[src/rtl/mm3_stream_loader.sv]
// Stream loader that feeds the 3x3 matrix multiplier. It writes A then B from one
// valid/ready stream, holds start until done, and reports done/framing/watchdog events.
module mm3_stream_loader #(
  parameter int M          = 3,
  parameter int N          = 3,
  parameter int P          = 3,
  parameter int DATA_WIDTH = 32,
  parameter int ADDR_WIDTH = 4,
  parameter int TIMEOUT    = 1024
) (
  input  logic                         clk,
  input  logic                         rst,
  input  logic signed [DATA_WIDTH-1:0] s_data,
  input  logic                         s_valid,
  input  logic                         s_last,
  output logic                         s_ready,
  output logic signed [DATA_WIDTH-1:0] a_in,
  output logic        [ADDR_WIDTH-1:0] a_addr,
  output logic                         a_wen,
  output logic signed [DATA_WIDTH-1:0] b_in,
  output logic        [ADDR_WIDTH-1:0] b_addr,
  output logic                         b_wen,
  output logic                         start,
  input  logic                         mm_done,
  output logic                         busy,
  output logic                         job_done,
  output logic                         frame_err,
  output logic                         timeout
);

  localparam int WDOG_W = $clog2(TIMEOUT + 1);
  localparam logic [ADDR_WIDTH-1:0] A_LAST    = ADDR_WIDTH'(M * N - 1);
  localparam logic [ADDR_WIDTH-1:0] B_LAST    = ADDR_WIDTH'(N * P - 1);
  localparam logic [WDOG_W-1:0]     WDOG_LAST = WDOG_W'(TIMEOUT - 1);

  typedef enum logic [1:0] {LOAD_A, LOAD_B, RUN, RELEASE} state_t;

  state_t                         r_state;
  state_t                         w_state_next;
  logic        [ADDR_WIDTH-1:0]   r_idx;
  logic        [WDOG_W-1:0]       r_wdog;
  logic signed [DATA_WIDTH-1:0]   r_a_in;
  logic        [ADDR_WIDTH-1:0]   r_a_addr;
  logic                           r_a_wen;
  logic signed [DATA_WIDTH-1:0]   r_b_in;
  logic        [ADDR_WIDTH-1:0]   r_b_addr;
  logic                           r_b_wen;
  logic                           r_start;
  logic                           r_busy;
  logic                           r_job_done;
  logic                           r_frame_err;
  logic                           r_timeout;

  logic w_beat;
  logic w_a_write;
  logic w_b_write;
  logic w_frame_err;
  logic w_job_done;
  logic w_timeout;
  logic w_idx_clr;
  logic w_idx_inc;
  logic w_start_next;

  assign s_ready = (r_state == LOAD_A) || (r_state == LOAD_B);
  assign w_beat  = s_valid && s_ready;

  always_ff @(posedge clk or posedge rst) begin
    if (rst) r_state <= LOAD_A;
    else     r_state <= w_state_next;
  end

  // The watchdog only counts cycles where start is actually asserted.
  always_comb begin
    w_state_next = r_state;
    w_a_write    = 1'b0;
    w_b_write    = 1'b0;
    w_frame_err  = 1'b0;
    w_job_done   = 1'b0;
    w_timeout    = 1'b0;
    w_idx_clr    = 1'b0;
    w_idx_inc    = 1'b0;
    w_start_next = 1'b0;
    case (r_state)
      LOAD_A: begin
        if (w_beat) begin
          if (s_last) begin
            w_frame_err = 1'b1;
            w_idx_clr   = 1'b1;
          end else begin
            w_a_write = 1'b1;
            if (r_idx == A_LAST) begin
              w_idx_clr    = 1'b1;
              w_state_next = LOAD_B;
            end else begin
              w_idx_inc = 1'b1;
            end
          end
        end
      end
      LOAD_B: begin
        if (w_beat) begin
          if (s_last != (r_idx == B_LAST)) begin
            w_frame_err  = 1'b1;
            w_idx_clr    = 1'b1;
            w_state_next = LOAD_A;
          end else begin
            w_b_write = 1'b1;
            if (s_last) begin
              w_idx_clr    = 1'b1;
              w_state_next = RUN;
            end else begin
              w_idx_inc = 1'b1;
            end
          end
        end
      end
      RUN: begin
        if (mm_done) begin
          w_job_done   = 1'b1;
          w_state_next = RELEASE;
        end else if (r_start && (r_wdog == WDOG_LAST)) begin
          w_timeout    = 1'b1;
          w_state_next = RELEASE;
        end else begin
          w_start_next = 1'b1;
        end
      end
      RELEASE: begin
        if (!mm_done) w_state_next = LOAD_A;
      end
      default: w_state_next = LOAD_A;
    endcase
  end

  always_ff @(posedge clk or posedge rst) begin
    if (rst) begin
      r_idx       <= '0;
      r_wdog      <= '0;
      r_a_in      <= '0;
      r_a_addr    <= '0;
      r_a_wen     <= 1'b0;
      r_b_in      <= '0;
      r_b_addr    <= '0;
      r_b_wen     <= 1'b0;
      r_start     <= 1'b0;
      r_busy      <= 1'b0;
      r_job_done  <= 1'b0;
      r_frame_err <= 1'b0;
      r_timeout   <= 1'b0;
    end else begin
      r_a_wen <= w_a_write;
      if (w_a_write) begin
        r_a_addr <= r_idx;
        r_a_in   <= s_data;
      end
      r_b_wen <= w_b_write;
      if (w_b_write) begin
        r_b_addr <= r_idx;
        r_b_in   <= s_data;
      end
      if (w_idx_clr)      r_idx <= '0;
      else if (w_idx_inc) r_idx <= r_idx + ADDR_WIDTH'(1);
      if (r_state != RUN)  r_wdog <= '0;
      else if (r_start)    r_wdog <= r_wdog + WDOG_W'(1);
      r_start     <= w_start_next;
      r_job_done  <= w_job_done;
      r_frame_err <= w_frame_err;
      r_timeout   <= w_timeout;
      // Busy covers a whole job and is dropped when the job aborts or releases.
      if (w_a_write)                               r_busy <= 1'b1;
      else if (w_frame_err)                        r_busy <= 1'b0;
      else if ((r_state == RELEASE) && !mm_done)   r_busy <= 1'b0;
    end
  end

  assign a_in      = r_a_in;
  assign a_addr    = r_a_addr;
  assign a_wen     = r_a_wen;
  assign b_in      = r_b_in;
  assign b_addr    = r_b_addr;
  assign b_wen     = r_b_wen;
  assign start     = r_start;
  assign busy      = r_busy;
  assign job_done  = r_job_done;
  assign frame_err = r_frame_err;
  assign timeout   = r_timeout;

endmodule

[config.mk]
export PLATFORM = sky130hd
export DESIGN_NAME = mm3_stream_loader
export DESIGN_NICKNAME = d
export VERILOG_FILES = /design/src/rtl/mm3_stream_loader.sv
export SDC_FILE = /design/constraint.sdc
export NUM_CORES = 1
export LEC_CHECK = 0
export ABC_CLOCK_PERIOD_IN_PS = 3600
export BUFFER_PORTS_ARGS = -buffer_cell sky130_fd_sc_hd__buf_2
export CAP_MARGIN = 20
export CORE_MARGIN = 3
export CORE_UTILIZATION = 40
export DETAILED_ROUTE_END_ITERATION = 10
export HOLD_SLACK_MARGIN = 0.15
export MAX_ROUTING_LAYER = met4
export PLACE_DENSITY = 0.62
export SKIP_CTS_REPAIR_TIMING = 1
export SYNTH_ARGS = -nofsm -noshare
export SYNTH_HDL_FRONTEND = slang
export SYNTH_SLANG_ARGS = --single-unit
[constraint.sdc]
create_clock -name clk -period 3.6 [get_ports clk]
set_input_delay 0.36 -clock clk [delete_from_list [all_inputs] [get_ports clk]]
set_output_delay 0.36 -clock clk [all_outputs]
set_load 0.01 [all_outputs]
* Word level (Yosys, flattened, before mapping)
Index checks and enable logic that the tools add are counted.
W data, S select, Z words.
** Word-level totals
- Bits of input ports :: 37
- Memory bits (writable) :: 0
- Flip-flop bits (word level) :: 96
- Logic and storage cells :: 88
- Memories kept :: 0
- Latch bits :: 0
- Output and inout port bits :: 80
- ROM bits :: 0
** Operators by class
- Divide/modulo/power cells :: 0
- Bitwise operators :: 0
- $mul :: 0
- Eq/ne operators :: 14
- $add $sub $neg :: 2
- Shift-type cells :: 0
- Reduce and logical (&&, ||, !) cells :: 10
- Mux-type cells :: 48
- Magnitude comparators :: 0
** Operators by type and width (count)
- $mux W1 :: 31
- $mux W11 :: 2
- $mux W2 :: 9
- $add A11 B1 Y11 const B :: 1
- $eq A11 B10 Y1 const B :: 1
- $ne A2 B2 Y1 const B :: 5
- $mux W4 :: 2
- $pmux W2 S4 :: 1
- $reduce_and A7 Y1 :: 1
- $pmux W1 S2 :: 3
- $add A4 B1 Y4 const B :: 1
- $eq A2 B2 Y1 const B :: 2
- $eq A4 B4 Y1 const B :: 1
- $reduce_bool A2 Y1 :: 2
- $logic_and A1 B1 Y1 :: 3
- $ne A3 B2 Y1 const B :: 1
- $ne A3 B3 Y1 const B :: 1
- $reduce_bool A3 Y1 :: 1
- $eq A2 B1 Y1 const B :: 1
- $logic_not A2 Y1 :: 1
- $ne A2 B1 Y1 const B :: 1
- $logic_not A1 Y1 :: 1
- $logic_or A1 B1 Y1 :: 1
- $ne A1 B1 Y1 :: 1

* Depth between registers and ports, before layout
Gate-level depths: netlist of the first run.
- Word-level depth :: 7
- Mapped depth :: 9
- Mapped depth without buffers :: 7

* Least setup slack after synthesis of the first run
No wires, ideal clock.
- Path kind :: reg-to-reg
- Start point :: reg r_idx[0]
- End point :: reg r_b_in[10], in the netlist b_in[10]
- Arrival time :: 2.050 ns
- Clock period less this slack :: 2.174 ns
- Setup time :: 0.125 ns
- Required time :: 3.475 ns
- Slack :: 1.426 ns
- Path buffers :: 2
- Cell stages (with the launch flop) :: 10
- Cells stage by stage :: dfrtp_1 > inv_1 > ha_1 > nand3b_1 > ha_1 > nor2b_1 > and2_1 > buf_2 > buf_2 > mux2_2
** Between the ends
- Cells in the longest elaborated chain, start to end :: 5
** Ends and longest elaborated chain
- from (decl) :: line 40 : logic [ADDR_WIDTH-1:0] r_idx;
- from (signal assigned) :: line 162 : else if (w_idx_inc) r_idx <= r_idx + ADDR_WIDTH'(1);
- $eq A4 B4 Y1 :: line 102 : if (s_last != (r_idx == B_LAST)) begin
- $ne A1 B1 Y1 :: line 102
- $mux W1 :: line 102
- $mux W1 :: line 101 : if (w_beat) begin
- $mux W1 :: line 83 : case (r_state)
- to (signal assigned) :: line 159 : r_b_in <= s_data;
- to (decl) :: line 45 : logic signed [DATA_WIDTH-1:0] r_b_in;
Every way passes these cells.
A chain may end at the register's enable or synchronous reset.

* Worst setup path after layout of the first run
- Start point :: reg r_idx[0]
- End point :: reg r_b_in[27], in the netlist b_in[27]
The elaborated chain is that of the path after synthesis.

==> metrics.cfg, run 1 <==
[detailed_routing]
wl_per_cell_um=14.8
drt_iter0_drc=58
firstDrtPassIters=4
drc_errors=0
ant_nets=0
wirelength_um=7810
vias=2596
viasPerCell=4.93

[clock_network]
cts_root_buffer=clkbuf_8
cts_tree=yes
htree_num_levels=3
numCtsBuffers=9
clockBufferDepth=2
cts_sinks=96
clk_pin_slew_ns=0.10
clock_latency_ns=0.35

[sta]
fmaxAchievable_mhz=384
tightest_slew_ns=0.715
fin_crit_sh_pct=72.3
maxSlewHeadroom_pct=52.3
post-route-min-period_ns=2.60
finalHoldViolCount=0
fin_tns_setup_ns=0
grt_setup_unrepaired=false
skew_ns=0.0120
slew_violations=0
setup_viol=0
hold-worst-slack_ns=0.115

[finish]
design_area_um2=4830
multi_input_area_um2=1430
area_delta_synth_final_pct=22.7
drive_gt1_share_pct=54.3
nFillCells=836
final-instance-count-excl-fill=527
nets=434
seq_area_um2=2400
diodes=0

[grt]
grt_pass1_vias=2720
antenna_found_initial=0
grt_start_max_net_pins=60
track_usage_pct=15.1
grt_pass1_wl_um=13200
grt-ovfl-total=0

[worst_hold_path]
hp-class=input port to async pin

[synthesis]
ys_ff_latch=96
synth_top_area_share_pct=61.0
ys_seq_area_share_pct=61.0
ys_types=40
synth_edf_count=0
synth_ff_type=dfrtp_1
yosys-top-cells-area=dfrtp_1 61%, mux2_2 21%, ha_1 1.3%, mux2i_1 1.3%, buf_6 1.1%
yosysTopAreaCell=dfrtp_1
yosysWarnings=0
syn_nets=313
synth.most_common_cell=dfrtp_1
netlist_top_cells_count=96 x dfrtp_1, 72 x mux2_2, 9 x nor2_1
syn_inst=272
avgSynthCellArea_um2=14.5
syn_area_um2=3940
synthArstFlopShare_pct=100

[die]
die_w_um=105
core_area_um2=9420
dieArea_um2=11100
num_rows=35
fp.dieH_um=105
io_pins=117
initial_utilization_pct=41.8

[critical_path]
cp.required_ns=3.83
end_kind=flop
start_kind=flop
cp.arrival_ns=2.84
rr_worst_depth=8
worstPathMaxFanout=22
crit_top_cell=ha_1
worstPathCellList=inv_1, ha_1, nand3b_1, ha_1, nor2b_1, and2_2, buf_4, mux2_2
max_stage_delay_ns=0.43
path_class=flop to flop
r2r_slack_ns=1.0
worst_path_max_delay_cell=dfrtp_1

[placed_design]
dp.cells=510
gp_congestion=0.733
dp_hpwl_um=5580
place_area_um2=4640
port_buffers=116

[power]
power_density_nw_per_um2=790
max-vdd-ir-drop_mv=0.352
power_leakage_nw=2.28
total_power_mw=3.82

[flow_run]
maxCapViolations=0

[outcome]
status=completed

[layer usage]
layer / global-route usage (%) / wire [µm] / vias up
li1: - / - / 1225
met1: 20.1 / 3660 / 1281
met2: 22.6 / 3660 / 86
met3: 4.78 / 431 / 4
met4: 3.75 / 56 / 0
met5: - / 0 / -
[through the flow]
step                      util [%]  worst slack, ns
final                         51.3            0.997
after global placement        49.2             1.06
after detailed placement      49.2            0.973
after floorplan                  -            0.735
after global routing          51.3            0.818
after CTS                     51.3            0.951
[critical path: cells and delay by family, from the launching register on]
family | cells | cell delay, ns
buffers and inverters | 2 | 0.47
and+or+nand+nor | 3 | 0.68
adders and majority gates | 2 | 0.50
DFF | 1 | 0.43
muxes | 1 | 0.38
[state kept, by name (all words and copies together), names as in the netlist, 4 cells and up, named ones only]
signal and flops:
a_in 32, b_in 32, r_wdog 11, a_addr 4
b_addr 4, r_idx 4
[worst paths after layout]
check                         start        to
min in group clk            mm_done     start
max in group asynchronous       rst  b_in[25]
hold / removal                  rst   a_in[7]
hold reg to reg             a_in[5]   a_in[5]
setup reg to reg           r_idx[0]  b_in[27]
setup / recovery           r_idx[0]  b_in[27]
[cell families after synthesis]
group	after synthesis	synth area share (%)
compound gates	21	3.75
xor+xnor	3	0.667
fa+ha+maj	4	1.27
buf+inv	18	2.64
flops	96	61.0
mux	78	22.1
simple gates	52	8.52
[placed cells by master (no fill, tap or decap), types with 2 or more instances in the layout]
cell	count
a21oi_1	5
a221o_1	2
a22o_1	2
and2_1	2
buf_2	117
buf_4	4
clkbuf_8	11
clkinv_4	3
dfrtp_1	96
ha_1	4
inv_1	6
mux2_2	72
mux2i_1	5
nand2_1	5
nand2b_1	5
nand3b_1	3
nand4_1	3
nor2_1	9
nor2b_1	3
nor3b_1	2
nor4_1	4
o21ai_0	3
o31ai_1	5
or2b_1	2
or4_1	4
xor2_1	2
[power by group]
group          switching (mW)  internal (mW)  leakage (nW)
logic                   0.656          0.725         0.986
registers               0.253           1.51          1.20
clock network           0.376          0.294        0.0999
total                    1.29           2.53          2.28
[area by class of cell]
type | instances | share of cell area [%]
flip-flops and latches | 96 | 49.7
multi-input cells | 158 | 29.6
repair buffers | 121 | 12.7
well taps | 129 | 3.34
clock buffers | 11 | 3.13
clock inverters | 5 | 0.829
inverters | 7 | 0.596
Note: power is estimated with default switching activity, not from simulation.
==> inputs of run 2 (changes only) <==
- ABC_CLOCK_PERIOD_IN_PS: 3600 -> 2700
- clock period: 3.6 -> 2.7 ns (I/O delays scaled with it)
==> metrics.cfg, run 2 (synthesis gave the netlist of run 1 again) <==
[power]
max-vdd-ir-drop_mv=0.470  ; +33%
total_power_mw=5.20  ; +36%
power_leakage_nw=2.36  ; +3.3%
power_density_nw_per_um2=1030  ; +31%

[placed_design]
dp.cells=512  ; +0.39%
gp_congestion=0.728  ; -0.68%
dp_hpwl_um=5710  ; +2.2%
place_area_um2=4660  ; +0.62%
port_buffers=116  ; unchanged

[critical_path]
worst_path_max_delay_cell=dfrtp_1
cp_top_family=adder cells
path_class=flop to flop
cp.arrival_ns=2.44  ; -0.40 ns
worstPathMaxFanout=22  ; unchanged
worstPathCellList=inv_1, ha_1, nand3b_1, ha_1, nor2b_1, and2_2, buf_4, mux2_2
cp.required_ns=2.93  ; -0.90 ns
crit_top_cell=ha_1
start_kind=flop
end_kind=flop
cp_num_buf_inv=2  ; unchanged
r2r-start=r_idx[0]
cp-startpoint=r_idx[0]
max_stage_delay_ns=0.42  ; about the same

[detailed_routing]
viasPerCell=4.89  ; -0.70%
drc_errors=0  ; unchanged
wl_per_cell_um=15.0  ; +1.4%
firstDrtPassIters=4  ; unchanged
vias=2666  ; +2.7%
wirelength_um=8190  ; +4.9%
drt_iter0_drc=68  ; +17%
ant_nets=0  ; unchanged

[sta]
grt_setup_unrepaired=false
fin_tns_setup_ns=0  ; unchanged
slew_violations=0  ; unchanged
tightest_slew_ns=0.518  ; -0.197 ns
fin_crit_sh_pct=81.6  ; +9.3 points
post-route-min-period_ns=2.20  ; -0.401 ns
finalHoldViolCount=0  ; unchanged
skew_ns=0.0143  ; +0.00227 ns
fmaxAchievable_mhz=454  ; +18%
setup_viol=0  ; unchanged
maxSlewHeadroom_pct=65.4  ; +13 points

[clock_network]
cts_root_buffer=clkbuf_8
htree_num_levels=3  ; unchanged
clockBufferDepth=2  ; unchanged
clock_latency_ns=0.36  ; about the same
cts_sinks=96  ; unchanged
numCtsBuffers=9  ; unchanged
cts_tree=yes
clk_pin_slew_ns=0.10  ; about the same

[finish]
final-instance-count-excl-fill=545  ; +3.4%
fin_util_pct=53.5  ; +2.2 points
layout_commonest_cell=buf_2
design_area_um2=5040  ; +4.2%
diodes=0  ; unchanged
area_delta_synth_final_pct=27.9
drive_gt1_share_pct=51.9  ; -2.3 points
nFillCells=821  ; -1.8%
final_cell_mix=116 x buf_2, 96 x dfrtp_1, 72 x mux2_2
nets=452  ; +4.1%

[grt]
grt-ovfl-total=0  ; unchanged
grt_pass1_wl_um=13300  ; +1.1%
antenna_found_initial=0  ; unchanged
track_usage_pct=15.6  ; +0.46 points
grt_pass1_vias=2659  ; -2.2%
grt_start_max_net_pins=53  ; -12%

[die]
dieArea_um2=11100  ; unchanged
initial_utilization_pct=41.8  ; unchanged
num_rows=35  ; unchanged
fp.dieH_um=105  ; unchanged
io_pins=117  ; unchanged
die_w_um=105  ; unchanged
core_area_um2=9420  ; unchanged

[worst_hold_path]
hp-class=input port to flop
hp-start=s_data[5]

[flow_run]
maxCapViolations=0  ; unchanged

[outcome]
status=completed

-- run 2: cell types whose count changed in the layout (fill, tap and decap cells not counted), sizes merged --
cell | previous run | this run
bufinv | 0 | 1
inv | 8 | 9
clkinvlp | 0 | 2
buf | 121 | 122
clkinv | 4 | 1
clkbuf | 11 | 10
dlygate4sd3 | 0 | 17
-- run 2: through the flow --
stage	hold WS, ns	worst slack, ns
3_3_place_gp	0.335	0.554
3_5_place_dp	0.339	0.503
5_1_grt	0.149	0.346
4_1_cts	-0.0599	0.484
2_1_floorplan	0.340	0.526
6_report	0.156	0.497
-- run 2: path summary, 6_finish.rpt --
check                           end  slack, ns  depth (start not counted)
max                        b_in[24]       0.50                          8
min                         a_in[5]       0.16                          2
max reg2reg                b_in[24]       0.50                          8
min reg2reg                b_in[30]       0.51                          1
max in group asynchronous  a_in[26]       1.54                          4
min in group asynchronous  a_in[12]       0.49                          3
-- run 2: worst reg2reg max path: stages, from the launching register on --
cell,delay (ns)
dfrtp_1,0.42
inv_1,0.10
ha_1,0.16
nand3b_1,0.09
ha_1,0.34
nor2b_1,0.14
and2_2,0.16
buf_4,0.29
mux2_2,0.39
-- run 2: area by class of cell --
type	instances	area [µm²]	area share, %
inverters	7	30.0	0.596
clock inverters	6	75.1	1.49
repair buffers	139	808	16.0
well taps	129	161	3.20
multi-input cells	158	1430	28.4
flip-flops and latches	96	2400	47.7
clock buffers	10	128	2.53
-- run 2: power breakdown --
part | internal [mW] | total [mW] | switching [mW]
registers | 2.02 | 2.35 | 0.329
clock network | 0.444 | 0.965 | 0.521
logic | 0.991 | 1.89 | 0.897
-- run 2: layer usage --
layer | routed length [µm] | global-route usage (%)
met5 | 0 | -
met4 | 80 | 5.06
met1 | 3680 | 20.1
met2 | 4020 | 24.3
met3 | 404 | 3.74
